[src/rtl/sparse_rle_decoder.sv]
// Purpose : expands (value, zero-run) pairs of one channel into a dense,
//           position-addressed activation stream of dense_len words.
// Latency : first dense word valid the cycle after a pair is accepted; one
//           FETCH bubble per pair. done pulses the cycle after the final handshake.
// Backpres: out_data/out_addr/out_last hold while out_valid && !out_ready;
//           in_ready depends on state only, never on out_ready.
//
// Ports:
//   clk, rst               clock, asynchronous active-high reset
//   start, dense_len       channel start pulse (IDLE only) and dense length
//   in_valid/in_ready      compressed pair handshake: in_data, in_index, in_last
//   out_valid/out_ready    dense word handshake: out_data, out_addr, out_last
//   busy, done, overflow   status: not idle, completion pulse, sticky overrun

module sparse_rle_decoder #(
   parameter int DATA_W = 16,
   parameter int IDX_W  = 4,
   parameter int LEN_W  = 10
) (
   input  logic                     clk,
   input  logic                     rst,
   input  logic                     start,
   input  logic [LEN_W-1:0]         dense_len,
   input  logic                     in_valid,
   output logic                     in_ready,
   input  logic signed [DATA_W-1:0] in_data,
   input  logic [IDX_W-1:0]         in_index,
   input  logic                     in_last,
   output logic                     out_valid,
   input  logic                     out_ready,
   output logic signed [DATA_W-1:0] out_data,
   output logic [LEN_W-1:0]         out_addr,
   output logic                     out_last,
   output logic                     busy,
   output logic                     done,
   output logic                     overflow
);

   localparam logic [2:0] S_IDLE  = 3'd0;
   localparam logic [2:0] S_FETCH = 3'd1;
   localparam logic [2:0] S_ZERO  = 3'd2;
   localparam logic [2:0] S_VAL   = 3'd3;
   localparam logic [2:0] S_PAD   = 3'd4;
   localparam logic [2:0] S_DRAIN = 3'd5;

   logic [2:0]               state;
   logic [LEN_W-1:0]         len;
   logic [LEN_W-1:0]         pos;
   logic [IDX_W-1:0]         run_cnt;
   logic signed [DATA_W-1:0] data_q;
   logic                     last_seen;

   logic out_hs;
   logic at_end;

   assign out_hs = out_valid && out_ready;
   // Only meaningful in emitting states, where len is always >= 1.
   assign at_end = (pos == len - LEN_W'(1));

   assign in_ready  = (state == S_FETCH) || (state == S_DRAIN);
   assign out_valid = (state == S_ZERO) || (state == S_VAL) || (state == S_PAD);
   assign out_data  = (state == S_VAL) ? data_q : '0;
   assign out_addr  = pos;
   assign out_last  = out_valid && at_end;
   assign busy      = (state != S_IDLE);

   always_ff @(posedge clk or posedge rst) begin
      if (rst) begin
         state     <= S_IDLE;
         len       <= '0;
         pos       <= '0;
         run_cnt   <= '0;
         data_q    <= '0;
         last_seen <= 1'b0;
         done      <= 1'b0;
         overflow  <= 1'b0;
      end else begin
         done <= 1'b0;
         case (state)
            S_IDLE: begin
               if (start) begin
                  len       <= dense_len;
                  pos       <= '0;
                  run_cnt   <= '0;
                  last_seen <= 1'b0;
                  overflow  <= 1'b0;
                  if (dense_len == '0) begin
                     done <= 1'b1;
                  end else begin
                     state <= S_FETCH;
                  end
               end
            end

            S_FETCH: begin
               if (in_valid) begin
                  data_q    <= in_data;
                  run_cnt   <= in_index;
                  last_seen <= in_last;
                  state     <= (in_index != '0) ? S_ZERO : S_VAL;
               end
            end

            S_ZERO: begin
               if (out_hs) begin
                  pos     <= pos + LEN_W'(1);
                  run_cnt <= run_cnt - IDX_W'(1);
                  if (at_end) begin
                     // Dense buffer full mid-run: the rest of the pair is dropped.
                     if (last_seen) begin
                        state <= S_IDLE;
                        done  <= 1'b1;
                     end else begin
                        state    <= S_DRAIN;
                        overflow <= 1'b1;
                     end
                  end else if (run_cnt == IDX_W'(1)) begin
                     state <= S_VAL;
                  end
               end
            end

            S_VAL: begin
               if (out_hs) begin
                  pos <= pos + LEN_W'(1);
                  if (at_end) begin
                     if (last_seen) begin
                        state <= S_IDLE;
                        done  <= 1'b1;
                     end else begin
                        state    <= S_DRAIN;
                        overflow <= 1'b1;
                     end
                  end else if (last_seen) begin
                     state <= S_PAD;
                  end else begin
                     state <= S_FETCH;
                  end
               end
            end

            S_PAD: begin
               if (out_hs) begin
                  pos <= pos + LEN_W'(1);
                  if (at_end) begin
                     state <= S_IDLE;
                     done  <= 1'b1;
                  end
               end
            end

            S_DRAIN: begin
               // Swallow surplus pairs so the upstream reader ends on a channel boundary.
               if (in_valid && in_last) begin
                  state <= S_IDLE;
                  done  <= 1'b1;
               end
            end

            default: state <= S_IDLE;
         endcase
      end
   end

endmodule

[config.mk]
export PLATFORM = sky130hd
export DESIGN_NAME = sparse_rle_decoder
export DESIGN_NICKNAME = d
export VERILOG_FILES = /design/src/rtl/sparse_rle_decoder.sv
export SDC_FILE = /design/constraint.sdc
export NUM_CORES = 1
export LEC_CHECK = 0
export CORE_ASPECT_RATIO = 1.1
export CORE_MARGIN = 8
export CORE_UTILIZATION = 49
export CTS_CLUSTER_DIAMETER = 50
export DETAILED_ROUTE_END_ITERATION = 16
export PLACE_DENSITY = 0.78
export SYNTH_ARGS = -nofsm -noshare
export SYNTH_HDL_FRONTEND = slang
export SYNTH_SLANG_ARGS = --single-unit
[constraint.sdc]
create_clock -name clk -period 3.21 [get_ports clk]
set_input_delay 0.4815 -clock clk [delete_from_list [all_inputs] [get_ports clk]]
set_output_delay 0.4815 -clock clk [all_outputs]
set_load 0.01 [all_outputs]
After elaboration in Yosys (flattened, before gate mapping) --
Cells that the tools add are included.
Storage, ports and cells: input port bits 36, word-level logic and storage cells 93, output and inout port bits 32, bits in registers 46
Cells by class: add/sub/neg operators 3, equal/unequal tests 20, multiplexer cells 39, reduce and logical (&&, ||, !) cells 23
Operators with widths (number):
- two-way mux 3 bit | 13
- two-way mux 10 bit | 2
- one-hot mux 10 bit (2 select lines) | 1
- one-hot mux 3 bit (6 select lines) | 1
- two-way mux 16 bit | 1
- != test 2 bit, second input constant | 8
- two-way mux 1 bit | 14
- two-way mux 4 bit | 3
- one-hot mux 4 bit (3 select lines) | 1
- adder 10 x 1 -> 10 bit, second input constant | 1
- == test 10 bit | 1
- logical NOT 10 bit | 1
- subtractor 10 x 1 -> 10 bit, second input constant | 1
- AND reduction 9 bit | 1
- != test 2 x 1 -> 1 bit, second input constant | 4
- == test 3 x 2 -> 1 bit, second input constant | 2
- == test 3 bit, second input constant | 2
- AND reduction 3 bit | 2
- nonzero test 2 bit | 3
- nonzero test 3 bit | 2
- AND reduction 5 bit | 1
- == test 4 x 1 -> 1 bit, second input constant | 1
- one-hot mux 1 bit (2 select lines) | 2
- one-hot mux 1 bit (4 select lines) | 1
- 11 further kinds | 16

Logic depth before layout (Yosys ltp) --
Gate-level depths: netlist of run 1.
depth after elaboration 6, depth in mapped cells 15, gate-level depth less buffers 15

Worst setup path after synthesis of run 1 --
Ideal clock, no wire load.
path kind register -> register, from register len[0], to register state[0], clock period less this slack 2.608 ns, data required time 3.082 ns, library setup time 0.128 ns, stages on the path, launching flop included 16, buffers on the path 0, path slack 0.602 ns, arrival time 2.480 ns, cell sequence dfrtp_1 -> inv_1 -> ha_1 -> nor2b_1 -> a221oi_1 -> nor2_2 -> a2111oi_4 -> and2_4 -> inv_2 -> ha_1 -> o21ai_0 -> o21ai_0 -> a21oi_1 -> nor2_1 -> nand2_1 -> o22ai_1
Between the ends: cells in the longest elaborated chain, start to end 5, elaborated cells between the ends (all ways) 10, those cells by class add/sub: 1; eq/ne: 3; mux: 5; reduce/logical: 1
Ends and longest elaborated chain:
- start: declaration | RTL line 47 | logic [LEN_W-1:0] len;
- start signal: assignment | RTL line 82 | len <= dense_len;
- subtractor 10 x 1 -> 10 bit * | RTL line 58 | assign at_end = (pos == len - LEN_W'(1));
- == test 10 bit * | RTL line 58
- two-way mux 3 bit (on tied branches) | RTL line 126, 108
- two-way mux 3 bit (on tied branches) | RTL line 124, 105
- one-hot mux 3 bit (6 select lines) | RTL line 79 | case (state)
- end signal: assignment | RTL line 100 | state <= (in_index != '0) ? S_ZERO : S_VAL;
- end: declaration | RTL line 46 | logic [2:0] state;
Every way passes the cells marked *; elsewhere a longest branch is shown, timed or not. The select of a mux whose other input is x is not followed. A chain may end at the register's enable or synchronous reset.

Worst setup path in the final report of run 1 --
from register len[2], to output out_last
Between the ends: cells in the longest elaborated chain, start to end 3
Ends and longest elaborated chain:
- subtractor 10 x 1 -> 10 bit | RTL line 58
- == test 10 bit | RTL line 58
- logical AND 1 bit | RTL line 64 | assign out_last = out_valid && at_end;
- end: declaration | RTL line 33 | output logic out_last,
Every way passes these cells.

==> results.py, run 1 <==
metrics = {
    "place": {
        "port_buffers": 67,
        "gp_routability_congestion": 0.837,
        "dp_hpwl_mm": 5.09,
    },
    "run": {
        "max-cap-violations": 0,
    },
    "floorplanning": {
        "ios": 68,
        "start_util_pct": 50.0,
        "coreArea_mm2": 0.00533,
        "dieArea_mm2": 0.00804,
        "rows": 28,
        "die_h_um": 93.3,
        "die_x_um": 86.3,
    },
    "sta": {
        "fin_crit_sh_pct": 97.6,
        "tightestPinTransition_ns": 0.595,
        "slew_headroom_pct": 60.1,
        "slew_viol_final": 0,
        "fin_crit_ns": 3.13,
        "hold_viol_final": 0,
        "setup_violations": 0,
        "worst_clock_skew_ns": 0.00719,
        "setup_tns_ns": 0,
        "fmax_mhz": 319,
    },
    "grt": {
        "grt_use_total_pct": 17.6,
        "grt_pass1_vias": 2439,
        "grt_max_degree": 31,
        "overflow": 0,
        "grt_pass1_wl_mm": 11.4,
        "antenna_found_initial": 0,
    },
    "layout": {
        "syn2layout_area_growth_pct": 34.5,
        "drive_gt1_share_pct": 13.1,
        "fillers": 437,
        "n_antenna_cell": 0,
        "nets": 402,
    },
    "yosys": {
        "synth_top_cell_by_area": "dfrtp_1",
        "yosys.cell_count.top_type": "dfrtp_1",
        "synth-seq-cells": 46,
        "synthDistinctLibCells": 45,
        "yosysTopAreaCellShare_pct": 43.3,
        "synth_cells": 286,
        "syn_area_per_cell_um2": 9.30,
        "synth_edf_count": 0,
        "ys_seq_area_share_pct": 43.3,
        "synth_common_cells": "46 x dfrtp_1, 37 x nand2_1, 24 x nor2_1, 16 x and3_1, 16 x mux2_2",
        "async_flop_share_pct": 100,
        "synth_warnings": 0,
        "synth.cell_area_mm2": 0.00266,
        "syn-num-nets": 330,
        "synth.top_cells.by_area": "dfrtp_1 43%, mux2_2 6.8%, nand2_1 5.2%",
        "ys.flop_type": "dfrtp_1",
    },
    "setup_path": {
        "crit_path_max_fanout": 7,
        "crit_chain": "or3_4 > a2111oi_4 > nor2_2 > a2111oi_4 > and2_4 > inv_2 > a21oi_1 > dlygate4sd2_1",
        "path_buf_inv": 2,
        "cp_top_family": "compound AO/OA/AOI/OAI gates",
        "critPathMaxStageDelay_ns": 0.45,
        "crit_path_frequent_cell": "a2111oi_4",
        "worstSetupStartpointType": "flip-flop",
        "crit_required_ns": 2.73,
        "worstSetupPathType": "flip-flop to output pin",
        "arrival_ns": 2.65,
        "end_kind": "output pin",
        "slowest_stage": "dfrtp_2",
    },
    "power": {
        "leakagePower_uw": 0.00156,
        "switching_power_uw": 1040,
        "clkPwrFrac_pct": 15.7,
        "power.total_uw": 2680,
        "netSwitchingFraction_pct": 38.7,
        "comb_power_share_pct": 45.9,
        "vdd_ir_drop_max_v": 0.000370,
        "seq_power_share_pct": 38.4,
        "cellInternalPower_uw": 1640,
        "cellPowerDensity_mw_per_mm2": 749,
    },
    "route": {
        "ant_nets": 0,
        "drtIter0Drc": 130,
        "routed-via-count": 2369,
        "finalWirelength_mm": 6.66,
        "drcViolationCount": 0,
        "post_drt_wl_per_cell_um": 15.3,
        "via_per_inst": 5.46,
        "dr.pass1.iters": 4,
    },
    "clock_network": {
        "cts_tree": "done",
        "cts_htree_levels": 2,
        "cts_made_buffers": 5,
        "clk_latency_ns": 0.30,
        "cts-root-buf": "clkbuf_8",
        "cts.clk_slew.worst_paths_ns": 0.09,
        "numClockSinks": 46,
        "cts_buffer_depth": 2,
    },
    "worst_hold_path": {
        "worstHoldPathType": "input pin to asynchronous set/reset pin",
    },
    "outcome": {
        "status": "finished clean",
    },
}
## final timing paths
| path | slack, ns | end | cells after the start | startpoint |
|---|---|---|---|---|
| hold reg to reg | 0.50 | data_q[8] | 1 | data_q[8] |
| hold / removal | 0.49 | data_q[8] | 2 | rst |
| min in group clk | 0.50 | data_q[8] | 1 | data_q[8] |
| max in group asynchronous | 1.96 | len[2] | 3 | rst |
| setup reg to reg | 0.35 | state[0] | 13 | len[2] |
| setup / recovery | 0.08 | out_last | 8 | len[2] |
## logic make-up after synthesis
logic type      after synthesis  synth area share (%)
xor+xnor                     17                  5.60
compound gates               52                  14.2
mux                          16                  6.77
simple gates                119                  22.4
flops                        46                  43.3
fa+ha+maj                     8                  3.76
buf+inv                      28                  3.95
## layer usage
layer	track usage [%]	up-vias	wire length (um)	part of all wire, %
met2	29.2	68	3280	49
met4	5.03	0	62	0.93
li1	-	1142	-	-
met3	8.16	6	670	10
met1	19.7	1153	2640	40
met5	0	-	0	0
## worst reg2reg max path, stage by stage (launching register included)
cell and delay (ns):
dfrtp_2 0.45, or3_4 0.42, a2111oi_4 0.31, nor2_2 0.08, a2111oi_4 0.43, and2_4 0.23
inv_2 0.05, ha_1 0.18, o21ai_0 0.14, o21ai_0 0.11, a21oi_1 0.15, nor2_1 0.05
nand2_1 0.08, o22ai_1 0.07
## power groups by stage
stage	Clock, uW	Combinational [uW]	Sequential, uW
after global routing	464	1380	1070
after CTS	433	1210	1030
after detailed placement	0	1200	1040
after global placement	0	1170	1030
final	419	1230	1030
after floorplan	0	905	946
## flip-flops by register name, summed over array words and instances, names as in the netlist
register and flops:
data_q 16, len 10, out_addr 10, run_cnt 4, state 3, done 1, last_seen 1, overflow 1
## layout make-up
class | count | area (um^2) | area share [%]
timing repair buffer | 78 | 752 | 21.0
inverter | 15 | 56.3 | 1.57
clock buffer | 7 | 76.3 | 2.13
multi-input combinational | 212 | 1420 | 39.6
clock inverter | 1 | 30.0 | 0.839
tap | 75 | 93.8 | 2.62
sequential | 46 | 1150 | 32.2
## cell usage in the layout (no fill, tap or decap), drive strengths merged, types with 4 or more instances in the layout
cell	netlist	routed
nand2b	4	4
xor2	9	9
nand2	37	37
nor2	25	25
ha	8	8
dfrtp	46	46
clkdlybuf4s50	0	66
a21oi	13	13
clkbuf	13	7
nor3	7	7
xnor2	8	8
mux2	16	16
nand3	7	7
inv	15	14
buf	0	11
o21ai	15	15
or3	6	6
and3	16	16
## timing repair
item | CTS | global route
setup buffers | 1 | 2
pin swaps | 1 | 1
gates resized for setup | 1 | 3
setup endpoints to repair | 1 | 1
hold buffers | 0 | 0
## per-stage QoR
stage	area, um^2	util, %	hold WS (ns)	worst slack [ns]	std cells
after CTS	3550	66.6	0.494	0.103	432
after floorplan	2660	-	0.465	0.602	286
after detailed placement	3440	64.5	0.489	0.145	423
after global routing	3580	67.2	0.524	-0.0354	434
after global placement	3440	64.5	0.481	0.212	423
final	3580	67.2	0.488	0.0772	434
No activity file was read; power rests on OpenSTA's default activity.
==> run 2, diff against run 1 <==
--- a/config.mk
+++ b/config.mk
@@ -11,6 +11,7 @@
 export CTS_CLUSTER_DIAMETER = 50
 export DETAILED_ROUTE_END_ITERATION = 16
 export PLACE_DENSITY = 0.78
+export SLEW_MARGIN = 15
 export SYNTH_ARGS = -nofsm -noshare
 export SYNTH_HDL_FRONTEND = slang
 export SYNTH_SLANG_ARGS = --single-unit
==> results of run 2 <==
Final layout, timing and power as in run 1 (identical DEF).
==> run 3, diff against run 2 <==
--- a/config.mk
+++ b/config.mk
@@ -7,11 +7,13 @@
 export LEC_CHECK = 0
 export CORE_ASPECT_RATIO = 1.1
 export CORE_MARGIN = 8
-export CORE_UTILIZATION = 49
+export CORE_UTILIZATION = 51
+export CTS_BUF_LIST = sky130_fd_sc_hd__clkbuf_2
 export CTS_CLUSTER_DIAMETER = 50
 export DETAILED_ROUTE_END_ITERATION = 16
-export PLACE_DENSITY = 0.78
+export PLACE_DENSITY = 0.81
 export SLEW_MARGIN = 15
 export SYNTH_ARGS = -nofsm -noshare
 export SYNTH_HDL_FRONTEND = slang
 export SYNTH_SLANG_ARGS = --single-unit
+export TNS_END_PERCENT = 100
==> run 3 against run 2 <==
  * Via count increased by 0.59%
  * Clock skew up 0.025 ns
  * Setup slack better by 0.085 ns
  * Global-route usage increased by 0.56 points
  * Critical path type unchanged
  * Critical path depth unchanged
  * Largest cell class unchanged
  * Design area down 1.5%
==> results.py, run 3 (synthesized netlist as in run 1, its figures left out) <==
metrics = {
    "layout": {
        "syn2layout_area_growth_pct": 32.4,
        "final_cell_mix": "66 x clkdlybuf4s50_1, 44 x dfrtp_1, 37 x nand2_1",
        "n_antenna_cell": 0,
        "final_common_cell": "clkdlybuf4s50_1",
        "postLayoutCellArea_mm2": 0.00352,
        "drive_gt1_share_pct": 15.2,
        "largest_reg_flops": 16,
        "top_register": "data_q",
        "nets": 405,
    },
    "setup_path": {
        "timing.rr.end": "state[0]",
        "ff2ff_path_depth": 13,
        "arrival_ns": 2.57,
        "r2r_setup_slack_ns": 0.41,
        "crit_path_max_fanout": 8,
        "end_kind": "output pin",
        "worstSetupPathType": "flip-flop to output pin",
        "crit_required_ns": 2.73,
        "timing.rr.start": "len[6]",
        "worstSetupStartpointType": "flip-flop",
    },
    "grt": {
        "grt_max_degree": 24,
        "grt_use_total_pct": 18.1,
        "overflow": 0,
        "grt_pass1_vias": 2474,
        "antenna_found_initial": 0,
        "grt_pass1_wl_mm": 11.6,
    },
    "floorplanning": {
        "die_x_um": 84.9,
        "start_util_pct": 52.8,
        "rows": 27,
        "die_h_um": 91.7,
        "coreArea_mm2": 0.00503,
        "dieArea_mm2": 0.00779,
        "ios": 68,
    },
    "sta": {
        "fin_crit_sh_pct": 94.9,
        "setup_tns_ns": 0,
        "hold_viol_final": 0,
        "worst_clock_skew_ns": 0.0327,
        "slew_headroom_pct": 46.2,
        "fin_crit_ns": 3.05,
        "setup_violations": 0,
        "tightestPinTransition_ns": 0.802,
        "slew_viol_final": 0,
        "fmax_mhz": 328,
    },
    "route": {
        "drcViolationCount": 0,
        "routed-via-count": 2383,
        "post_drt_wl_per_cell_um": 16.2,
        "finalWirelength_mm": 6.78,
        "drtIter0Drc": 116,
        "via_per_inst": 5.69,
        "ant_nets": 0,
        "dr.pass1.iters": 4,
    },
    "place": {
        "gp_routability_congestion": 0.882,
        "placed_area_mm2": 0.00342,
        "dp_hpwl_mm": 5.20,
        "port_buffers": 67,
    },
    "power": {
        "vdd_ir_drop_max_v": 0.000351,
        "leakagePower_uw": 0.00155,
        "cellPowerDensity_mw_per_mm2": 723,
    },
    "clock_network": {
        "cts_tree": "done",
        "cts_made_buffers": 5,
        "cts-root-buf": "clkbuf_2",
        "cts_htree_levels": 2,
        "numClockSinks": 46,
        "cts.clk_slew.worst_paths_ns": 0.25,
        "clk_latency_ns": 0.44,
        "cts_buffer_depth": 2,
    },
    "run": {
        "max-cap-violations": 0,
    },
    "worst_hold_path": {
        "worstHoldPathType": "input pin to asynchronous set/reset pin",
    },
    "outcome": {
        "status": "finished clean",
    },
}
[run 3: how the worst max path moves through the flow]
stage,from,endpoint,cells past startpoint
finish,len[6],out_last,8
floorplan,len[0],state[0],15
global placement,len[2],out_last,8
detailed placement,len[2],out_last,8
CTS,len[2],out_last,8
global route,len[1],out_last,10
[run 3: through the flow]
stage | instances | setup slack (ns) | power (uW) | hold slack [ns] | utilization [%]
final | 419 | 0.163 | 2550 | 0.356 | 70.0
after global placement | 407 | 0.212 | 2200 | 0.481 | 68.0
after floorplan | 286 | 0.602 | 1850 | 0.465 | -
after detailed placement | 407 | 0.161 | 2240 | 0.487 | 68.0
after CTS | 418 | 0.00591 | 2510 | 0.373 | 69.3
after global routing | 419 | -0.0280 | 2770 | 0.393 | 70.0
[run 3: cell type report]
class	count	area, um^2
tap	58	72.6
sequential	46	1150
fill	400	1510
multi-input combinational	212	1430
clock inverter	2	10.0
clock buffer	5	25.0
inverter	15	56.3
timing repair buffer	81	771
[run 3: metal layers]
layer  share of wire (%)  GRT usage, %  routed length, um
met1                  40          20.2               2740
met5                   0             0                  0
met2                  48          29.6               3240
met3                 9.2          7.94                623
met4                 2.7          7.43                180
[run 3: worst max-delay path, cell delays in order, from the launching register on]
cell       delay (ns)
dfrtp_1          0.51
nand3b_1         0.25
a2111oi_4        0.39
nor2_2           0.08
a2111oi_4        0.40
and2_4           0.22
inv_2            0.05
a21oi_1          0.10
buf_2            0.15
[run 3: where the power goes]
| group | internal, uW | switching (uW) | total (uW) | leakage [uW] |
|---|---|---|---|---|
| combinational | 642 | 655 | 1300 | 0.000943 |
| sequential | 801 | 218 | 1020 | 0.000581 |
| clock | 47.2 | 183 | 231 | 0.0000286 |
[run 3: timing repair]
action / CTS / global route
buffers inserted: 4 / 1
hold buffers: 0 / 0
resized for setup: 2 / 9
endpoints found under the setup margin: 1 / 1
pin swaps: 1 / 4
hold endpoints to repair: 0 / 0
cloned: 0 / 0
